File: src/rtl/req_encoder.sv
// Request encoder: grants one set Req bit at a time as an encoded index, held until Ack.
// Define REQ_ENCODER_ROUND_ROBIN_EN for a rotating search start; otherwise lowest index wins.
module req_encoder (
  input  logic        CLK,
  input  logic        RST,
  input  logic [31:0] Req,
  input  logic        Ack,
  output logic [4:0]  Wsel,
  output logic        Wen,
  output logic        Multi,
  output logic [5:0]  Npend
);

  typedef enum logic {IDLE, GRANT} state_t;

  state_t      state;
  logic [4:0]  ptr;
  logic [4:0]  win_idx;
  logic [4:0]  scan_idx;
  logic        found;
  logic [5:0]  req_cnt;

  function automatic logic [5:0] popcount(input logic [31:0] v);
    logic [5:0] c;
    c = '0;
    for (int i = 0; i < 32; i++) c = c + 6'(v[i]);
    return c;
  endfunction

`ifndef REQ_ENCODER_ROUND_ROBIN_EN
  assign ptr = '0;
`endif

  // Search upward from ptr, wrapping naturally through the 5-bit index.
  always_comb begin
    win_idx  = '0;
    scan_idx = '0;
    found    = 1'b0;
    for (int i = 0; i < 32; i++) begin
      scan_idx = ptr + 5'(i);
      if (!found && Req[scan_idx]) begin
        win_idx = scan_idx;
        found   = 1'b1;
      end
    end
  end

  assign req_cnt = popcount(Req);

  always_ff @(posedge CLK) begin
    if (RST) begin
      state <= IDLE;
      Wen   <= 1'b0;
      Wsel  <= '0;
      Multi <= 1'b0;
      Npend <= '0;
`ifdef REQ_ENCODER_ROUND_ROBIN_EN
      ptr   <= '0;
`endif
    end else begin
      Npend <= req_cnt;
      case (state)
        IDLE: begin
          if (found) begin
            Wsel  <= win_idx;
            Wen   <= 1'b1;
            Multi <= (req_cnt > 6'd1);
            state <= GRANT;
          end
        end
        GRANT: begin
          if (Ack) begin
            Wen   <= 1'b0;
            state <= IDLE;
`ifdef REQ_ENCODER_ROUND_ROBIN_EN
            ptr   <= Wsel + 5'd1;
`endif
          end
        end
        default: state <= IDLE;
      endcase
    end
  end

endmodule

File: config.mk
export PLATFORM = sky130hd
export DESIGN_NAME = req_encoder
export DESIGN_NICKNAME = d
export VERILOG_FILES = /design/src/rtl/req_encoder.sv
export SDC_FILE = /design/constraint.sdc
export NUM_CORES = 1
export LEC_CHECK = 0
export BUFFER_PORTS_ARGS = -buffer_cell sky130_fd_sc_hd__buf_2
export CORE_ASPECT_RATIO = 0.9
export CORE_UTILIZATION = 42
export DETAILED_ROUTE_END_ITERATION = 7
export PLACE_DENSITY = 0.77
export SETUP_SLACK_MARGIN = 0.5
export SYNTH_ARGS = -nofsm -noshare
export SYNTH_HDL_FRONTEND = slang
export SYNTH_SLANG_ARGS = --single-unit
File: constraint.sdc
create_clock -name CLK -period 5.62 [get_ports CLK]
set_input_delay 0.562 -clock CLK [delete_from_list [all_inputs] [get_ports CLK]]
set_output_delay 0.562 -clock CLK [all_outputs]
set_load 0.1 [all_outputs]
==> key figures, run 1 <==
GRT
  – Vias in the first global route: 1496
  – Pin count of the biggest net entering global routing: 12
  – Final global-route overflow total: 0
  – First-pass GRT wire length: 6.56 mm
  – GRT met1 Usage: 26.2%
  – Met3 usage: 5.15%
  – Antenna violations before repair: 0
  – Met2 usage in global routing: 33.4%
  – Overall Global Routing Usage: 20.1%
  – GR peak layer: met2

Critical path
  – Critical Path Start: Req[19]
  – Reg2reg setup slack: 4.46 ns
  – Crit-path max FO: 3
  – R2R Path End: Multi$_SDFFE_PP0P_
  – Crit path kind: primary input to flip-flop
  – Crit start category: primary input
  – RR Startpoint: state$_SDFF_PP0_
  – Crit end category: flip-flop
  – Required @ worst endpoint: 5.77 ns
  – CP endpoint: Multi$_SDFFE_PP0P_
  – CP arrival: 5.26 ns
  – Cell count of the worst reg-to-reg path: 3

Drt
  – Router iterations before antenna repair: 4
  – Routed Wire Length: 3.94 mm
  – DRC errors left: 0
  – Vias/cell: 5.36
  – Drt first-iter violations: 82
  – DR WL/cell: 14.1 um
  – Post-route antenna net violation count: 0
  – DR vias: 1502

Logic synthesis
  – Unique cell type count in the Yosys netlist: 43
  – Syn nets: 252
  – Top post-synthesis cells by area: fa_1, dfxtp_1, inv_1, ha_1, nor2_1
  – Area leader, netlist: fa_1
  – Yosys reg bits: 14
  – Post-Syn Instances: 184
  – Sequential-to-total area share from yosys stat: 16.6%
  – Top cells by instance count after synthesis: inv_1, fa_1, nor2_1, dfxtp_1, a21oi_1
  – Ys Warns: 0
  – Top cell type's share of synthesized area: 28.4%
  – Post-synth ARST share: 0%
  – Mapped Area: 1690 um^2
  – Most common cell in the synthesized netlist: inv_1
  – Synth Flop Type: dfxtp_1
  – Avg Cell Area, Syn: 9.19 um^2
  – EDFF count, synth: 0

Worst hold path
  – Hold path depth: 2
  – Hold Crit Class: flip-flop to flip-flop

Cells and area
  – Diode count: 0
  – Fin util: 54.7%
  – Nets: 304
  – Area grow syn2layout: 22.4%
  – Share of cells above drive strength 1: 30.3%
  – Filler cell count: 360

CTS
  – Clock Tree Root: clkbuf_8
  – Num CTS Buffers: 3
  – CTS Sinks: 14
  – CTS max path bufs: 2
  – Clk pin slew, worst setup/hold paths: 0.05 ns
  – H-tree depth: 1
  – CTS tree: done
  – Clk_lat worst skew: 0.24 ns
  – Cts hold-fix bufs: 0

STA
  – Slew Viols, Final: 0
  – Slew of the pin with the lowest slew margin: 0.494 ns
  – Final Setup Violations: 0
  – Hold Slack: 0.486 ns
  – Final Hold Fails: 0
  – Period utilization: 90.8%
  – Setup_tns: 0 ns
  – Period minus WS final: 5.10 ns
  – Fmax: 196 MHz
  – Relative slew slack: 67.3%
  – Clock Skews: 0.000751 ns
  – RSZ-0062 raised after global routing: yes

Floorplan
  – DIE WIDTH: 68.9 um
  – # IOs: 48
  – Die height: 62.2 um
  – Row cnt: 21
  – Core area: 3780 um^2
  – Initial core utilization: 44.7%
  – Total die area: 4280 um^2

Power
  – Peak VDD IR: 0.000994 V
  – Pwr per Cell Area: 627 nW/um^2
  – Leakage: 0.966 nW

Status
  – Status: complete, no violations

Place
  – HPWL Detailed: 3.45 mm
  – RD Place Congestion: 0.872
  – Port bufs: 47

Run
  – Number of max-cap violations: 0
-- placed cells by master (no fill, tap or decap), types with 3 or more instances in the layout --
cell	count
nor2_1	17
buf_2	43
ha_1	8
dfxtp_1	14
fa_1	23
inv_2	5
nand2_1	6
nor4_1	3
a21oi_1	10
o21ai_0	3
or4_1	3
buf_4	4
nor2b_1	3
inv_1	33
nor4_4	3
clkbuf_8	3
a211oi_1	4
nor3_1	3
a31oi_1	4
-- state kept, by name, summed over array words and instances (netlist names) --
signal	flops
Multi	1
state	1
Wsel	5
Wen	1
Npend	6
-- cell type report --
| class | instances | area, um^2 | area share, % |
|---|---|---|---|
| Multi-Input combinational cell | 130 | 1280 | 61.8 |
| Sequential cell | 14 | 280 | 13.6 |
| Timing Repair Buffer | 49 | 268 | 12.9 |
| Inverter | 38 | 143 | 6.90 |
| Tap cell | 46 | 57.6 | 2.78 |
| Clock buffer | 3 | 41.3 | 2.00 |
-- worst min path at each step --
stage / startpoint / endpoint / slack (ns)
3_5_place_dp: Wen$_SDFFE_PP0P_ / Wen$_SDFFE_PP0P_ / 0.48
6_report: Wen$_SDFFE_PP0P_ / Wen$_SDFFE_PP0P_ / 0.49
2_1_floorplan: state$_SDFF_PP0_ / Wsel[0]$_SDFFE_PP0P_ / 0.73
3_3_place_gp: Wen$_SDFFE_PP0P_ / Wen$_SDFFE_PP0P_ / 0.47
5_1_grt: Wsel[2]$_SDFFE_PP0P_ / Wsel[2]$_SDFFE_PP0P_ / 0.54
4_1_cts: Wen$_SDFFE_PP0P_ / Wen$_SDFFE_PP0P_ / 0.49
-- power by group --
part           switching [mW]  internal, mW
registers             0.00847         0.128
clock network          0.0314        0.0472
logic                   0.640         0.443
-- critical path: stages --
cell and delay (ns):
buf_6 0.10, fa_1 0.54, inv_2 0.04, fa_1 0.50
inv_2 0.04, fa_1 0.52, inv_2 0.05, fa_1 0.52
fa_1 0.44, fa_1 0.49, inv_1 0.08, ha_2 0.18
inv_2 0.04, fa_2 0.40, nor2b_2 0.11, o21ai_1 0.07
nand2b_1 0.12, xnor2_2 0.09, and3b_1 0.18, a311oi_1 0.19
-- per-layer routing --
| layer | vias to the layer above | wire length (um) |
|---|---|---|
| met5 | - | 0 |
| met4 | 0 | 37 |
| met3 | 4 | 223 |
| met2 | 46 | 1980 |
| met1 | 726 | 1690 |
| li1 | 726 | - |
-- kinds of logic after synthesis --
logic type	synth area share, %
xor+xnor	1.55
compound gates	17.5
flops	16.6
buf+inv	8.88
simple gates	20.4
fa+ha+maj	35.1
-- stage by stage --
stage	total power, mW	instances	setup WS, ns	cell area [um^2]
2_1_floorplan	0.888	184	0.634	1690
3_3_place_gp	1.06	275	0.367	1980
3_5_place_dp	1.10	275	0.238	1980
4_1_cts	1.22	278	0.535	2020
5_1_grt	1.43	280	0.353	2070
6_report	1.30	280	0.517	2070
-- what timing repair did --
item                                    4_1_cts  5_1_grt
endpoints found under the setup margin        1        1
pin swaps                                     0       11
gates resized for setup                       2       16
endpoints found under the hold margin         0        0
setup buffers                                 0        2
No activity file was read; power rests on OpenSTA's default activity.
==> run 2, diff against run 1 <==
--- a/config.mk
+++ b/config.mk
@@ -5,11 +5,12 @@
 export SDC_FILE = /design/constraint.sdc
 export NUM_CORES = 1
 export LEC_CHECK = 0
+export ABC_AREA = 1
 export BUFFER_PORTS_ARGS = -buffer_cell sky130_fd_sc_hd__buf_2
 export CORE_ASPECT_RATIO = 0.9
 export CORE_UTILIZATION = 42
 export DETAILED_ROUTE_END_ITERATION = 7
-export PLACE_DENSITY = 0.77
+export PLACE_DENSITY = 0.75
 export SETUP_SLACK_MARGIN = 0.5
 export SYNTH_ARGS = -nofsm -noshare
 export SYNTH_HDL_FRONTEND = slang
==> run 2 against run 1 <==
  * Synthesized cell count increased by 46%
  * Critical path type unchanged
  * Routed wire length increased by 2.9%
  * Cell count increased by 36%
  * Worst hold slack got worse by 0.015 ns
  * Register-to-register slack improved by 0.30 ns
  * Critical endpoint unchanged
==> key figures, run 2 <==
Floorplan
  – Core area: 4460 um^2 (was 3780 um^2)
  – Total die area: 4940 um^2 (was 4280 um^2)
  – Row cnt: 23 (was 21)
  – DIE WIDTH: 74.0 um (was 68.9 um)
  – Die height: 66.8 um (was 62.2 um)
  – Initial core utilization: 43.9% (was 44.7%)
  – # IOs: 48 (unchanged)

Critical path
  – Max incr delay on CP: 0.54 ns (about the same)
  – Family with the most delay on the worst path: adder cells (unchanged)
  – Critical Path Start: Req[17] (was Req[19])
  – Required @ worst endpoint: 5.76 ns (was 5.77 ns)
  – RR Startpoint: state$_SDFF_PP0_ (unchanged)
  – Crit end category: flip-flop (unchanged)
  – Crit start category: primary input (unchanged)
  – CP max-delay cell: fa_1 (unchanged)
  – Crit-path max FO: 3 (unchanged)
  – CP arrival: 5.16 ns (was 5.26 ns)
  – Crit path cell chain: buf_2, fa_1, inv_1, fa_1, inv_1, fa_1, inv_1, fa_1, fa_1, fa_1, inv_1, ha_1, inv_1, fa_2, o21a_1, xor2_1, nand3_1, nor2_1, nand2_1, o21ai_1, nor2_1 (was buf_6, fa_1, inv_2, fa_1, inv_2, fa_1, inv_2, fa_1, fa_1, fa_1, inv_1, ha_2, inv_2, fa_2, nor2b_2, o21ai_1, nand2b_1, xnor2_2, and3b_1, a311oi_1)
  – CP Buf/Inv Count: 6 (unchanged)
  – Critical Path Most Common Cell: fa_1 (unchanged)
  – Crit path kind: primary input to flip-flop (unchanged)

STA
  – Hold Slack: 0.472 ns (was 0.486 ns)
  – RSZ-0062 raised after global routing: yes (unchanged)
  – Period utilization: 89.2% (was 90.8%)
  – Final Setup Violations: 0 (unchanged)
  – Final Hold Fails: 0 (unchanged)
  – Slew Viols, Final: 0 (unchanged)
  – Setup_tns: 0 ns (unchanged)
  – Clock Skews: 0.00120 ns (was 0.000751 ns)
  – Period minus WS final: 5.01 ns (was 5.10 ns)
  – Relative slew slack: 67.7% (was 67.3%)
  – Fmax: 199 MHz (was 196 MHz)
  – Slew of the pin with the lowest slew margin: 0.488 ns (was 0.494 ns)

Logic synthesis
  – Unique cell type count in the Yosys netlist: 29 (was 43)
  – Avg Cell Area, Syn: 7.31 um^2 (was 9.19 um^2)
  – Sequential-to-total area share from yosys stat: 14.3% (was 16.6%)
  – Area leader, netlist: fa_1 (unchanged)
  – Top cell type's share of synthesized area: 24.5% (was 28.4%)
  – Post-Syn Instances: 268 (was 184)
  – Top cells by instance count after synthesis: nand2_1, inv_1, nor2_1, fa_1, nand3_1 (was inv_1, fa_1, nor2_1, dfxtp_1, a21oi_1)
  – Most common cell in the synthesized netlist: nand2_1 (was inv_1)
  – Synth Flop Type: dfxtp_1 (unchanged)
  – Syn nets: 336 (was 252)
  – EDFF count, synth: 0 (unchanged)
  – Yosys reg bits: 14 (unchanged)
  – Top post-synthesis cells by area: fa_1, dfxtp_1, nand2_1, inv_1, ha_1 (was fa_1, dfxtp_1, inv_1, ha_1, nor2_1)
  – Post-synth ARST share: 0% (unchanged)
  – Ys Warns: 0 (unchanged)
  – Mapped Area: 1960 um^2 (was 1690 um^2)

Status
  – Status: complete, no violations (unchanged)

Cells and area
  – Largest registers: Npend: 6 flops, Wsel: 5 flops (unchanged)
  – Area grow syn2layout: 18.7% (was 22.4%)
  – Most common cell after layout, fill and taps aside: nand2_1 (was buf_2)
  – Nets: 387 (was 304)
  – Max reg flops: 6 (unchanged)
  – Filler cell count: 442 (was 360)
  – Final Instance Area: 2330 um^2 (was 2070 um^2)
  – Commonest non-fill, non-tap cells in the layout: nand2_1, inv_1, buf_2, nor2_1, fa_1 (was buf_2, inv_1, fa_1, nor2_1, dfxtp_1)
  – Diode count: 0 (unchanged)
  – Share of cells above drive strength 1: 23.0% (was 30.3%)
  – Top reg by flops: Npend (unchanged)

CTS
  – CTS max path bufs: 2 (unchanged)
  – CTS Sinks: 14 (unchanged)
  – CTS tree: done (unchanged)
  – Clock Tree Root: clkbuf_8 (unchanged)
  – Setup Fix Bufs, Post-CTS: 0 (unchanged)
  – Clk_lat worst skew: 0.25 ns (was 0.24 ns)
  – Num CTS Buffers: 3 (unchanged)
  – Clk pin slew, worst setup/hold paths: 0.06 ns (was 0.05 ns)
  – H-tree depth: 1 (unchanged)

Drt
  – DR vias: 1759 (was 1502)
  – Router iterations before antenna repair: 4 (unchanged)
  – Drt first-iter violations: 64 (was 82)
  – DRC errors left: 0 (unchanged)
  – Post-route antenna net violation count: 0 (unchanged)
  – Vias/cell: 4.63 (was 5.36)
  – Wl on met1: 1.94 mm (was 1.69 mm)
  – DR WL/cell: 10.7 um (was 14.1 um)
  – WL met3: 99 um (was 223 um)
  – Routed length on met2: 1.99 mm (was 1.98 mm)
  – Top sig layer: met4 (unchanged)
  – Routed Wire Length: 4.05 mm (was 3.94 mm)

GRT
  – Vias in the first global route: 1706 (was 1496)
  – Antenna violations before repair: 0 (unchanged)
  – Final global-route overflow total: 0 (unchanged)
  – First-pass GRT wire length: 7.06 mm (was 6.56 mm)
  – Pin count of the biggest net entering global routing: 11 (was 12)
  – Overall Global Routing Usage: 18.6% (was 20.1%)

Worst hold path
  – Hold Path Origin: Wsel[3]$_SDFFE_PP0P_ (was Wen$_SDFFE_PP0P_)
  – Hold Crit Class: flip-flop to flip-flop (unchanged)

Run
  – Number of max-cap violations: 0 (unchanged)

Power
  – Pwr per Cell Area: 509 nW/um^2 (was 627 nW/um^2)
  – Leakage: 1.29 nW (was 0.966 nW)
  – Peak VDD IR: 0.000736 V (was 0.000994 V)

Place
  – RD Place Congestion: 0.821 (was 0.872)
  – Placed Area: 2270 um^2 (was 1980 um^2)
  – HPWL Detailed: 3.66 mm (was 3.45 mm)
  – Port bufs: 47 (unchanged)
==> run 2: final cells by class <==
class,instances,area [um^2],share of cell area [%]
multi-input combinational,194,1460,62.6
sequential,14,280,12.0
timing repair buffer,47,235,10.1
inverter,59,221,9.52
tap,62,77.6,3.34
clock buffer,4,55.1,2.37
==> run 2: logic make-up (layout without fill, tap and decap cells) <==
kind of cell,count (synthesis),after routing,share of synthesized area (%)
AO/OA/AOI/OAI,15,15,4.73
XOR/XNOR,3,3,1.34
adder cells (fa/ha/maj),33,33,30.3
buffers and inverters,60,110,11.5
flip-flops,14,14,14.3
AND/OR/NAND/NOR,143,143,37.9
==> run 2: timing repair <==
item	4_1_cts	5_1_grt
gates resized for setup	1	1
gates cloned	0	0
hold buffers	0	0
pin swaps	1	0
setup endpoints to repair	1	1
==> run 2: worst paths after layout <==
path | endpoint | slack [ns] | depth (start not counted)
max | Multi$_SDFFE_PP0P_ | 0.61 | 21
min | Wsel[3]$_SDFFE_PP0P_ | 0.47 | 2
max reg2reg | Wsel[0]$_SDFFE_PP0P_ | 4.76 | 6
min reg2reg | Wsel[3]$_SDFFE_PP0P_ | 0.47 | 2
==> run 2: worst min-delay path: cells and delay by family, from the launching register on <==
family,cells,cell delay (ns)
AOI/OAI and AO/OA,1,0.05
and+or+nand+nor,1,0.06
DFF,1,0.31
==> run 2: power by group <==
group | switching (mW) | internal (mW) | leakage, nW
clock | 0.0382 | 0.0621 | 0.0288
combinational | 0.605 | 0.345 | 1.14
sequential | 0.00703 | 0.128 | 0.116
==> run 2: routing by layer <==
metal  vias up  GRT usage [%]
li1        937              -
met4         0           3.61
met3         4           1.82
met2        24           33.2
met5         -              0
met1       794           24.3
==> run 2: stage by stage <==
stage	util, %	power, mW	setup slack [ns]	instances
after floorplan	-	0.885	0.577	268
after global placement	50.9	1.05	0.288	376
after detailed placement	50.9	1.08	0.226	376
after CTS	52.1	1.19	0.556	380
after global routing	52.1	1.35	0.262	380
final	52.1	1.18	0.606	380
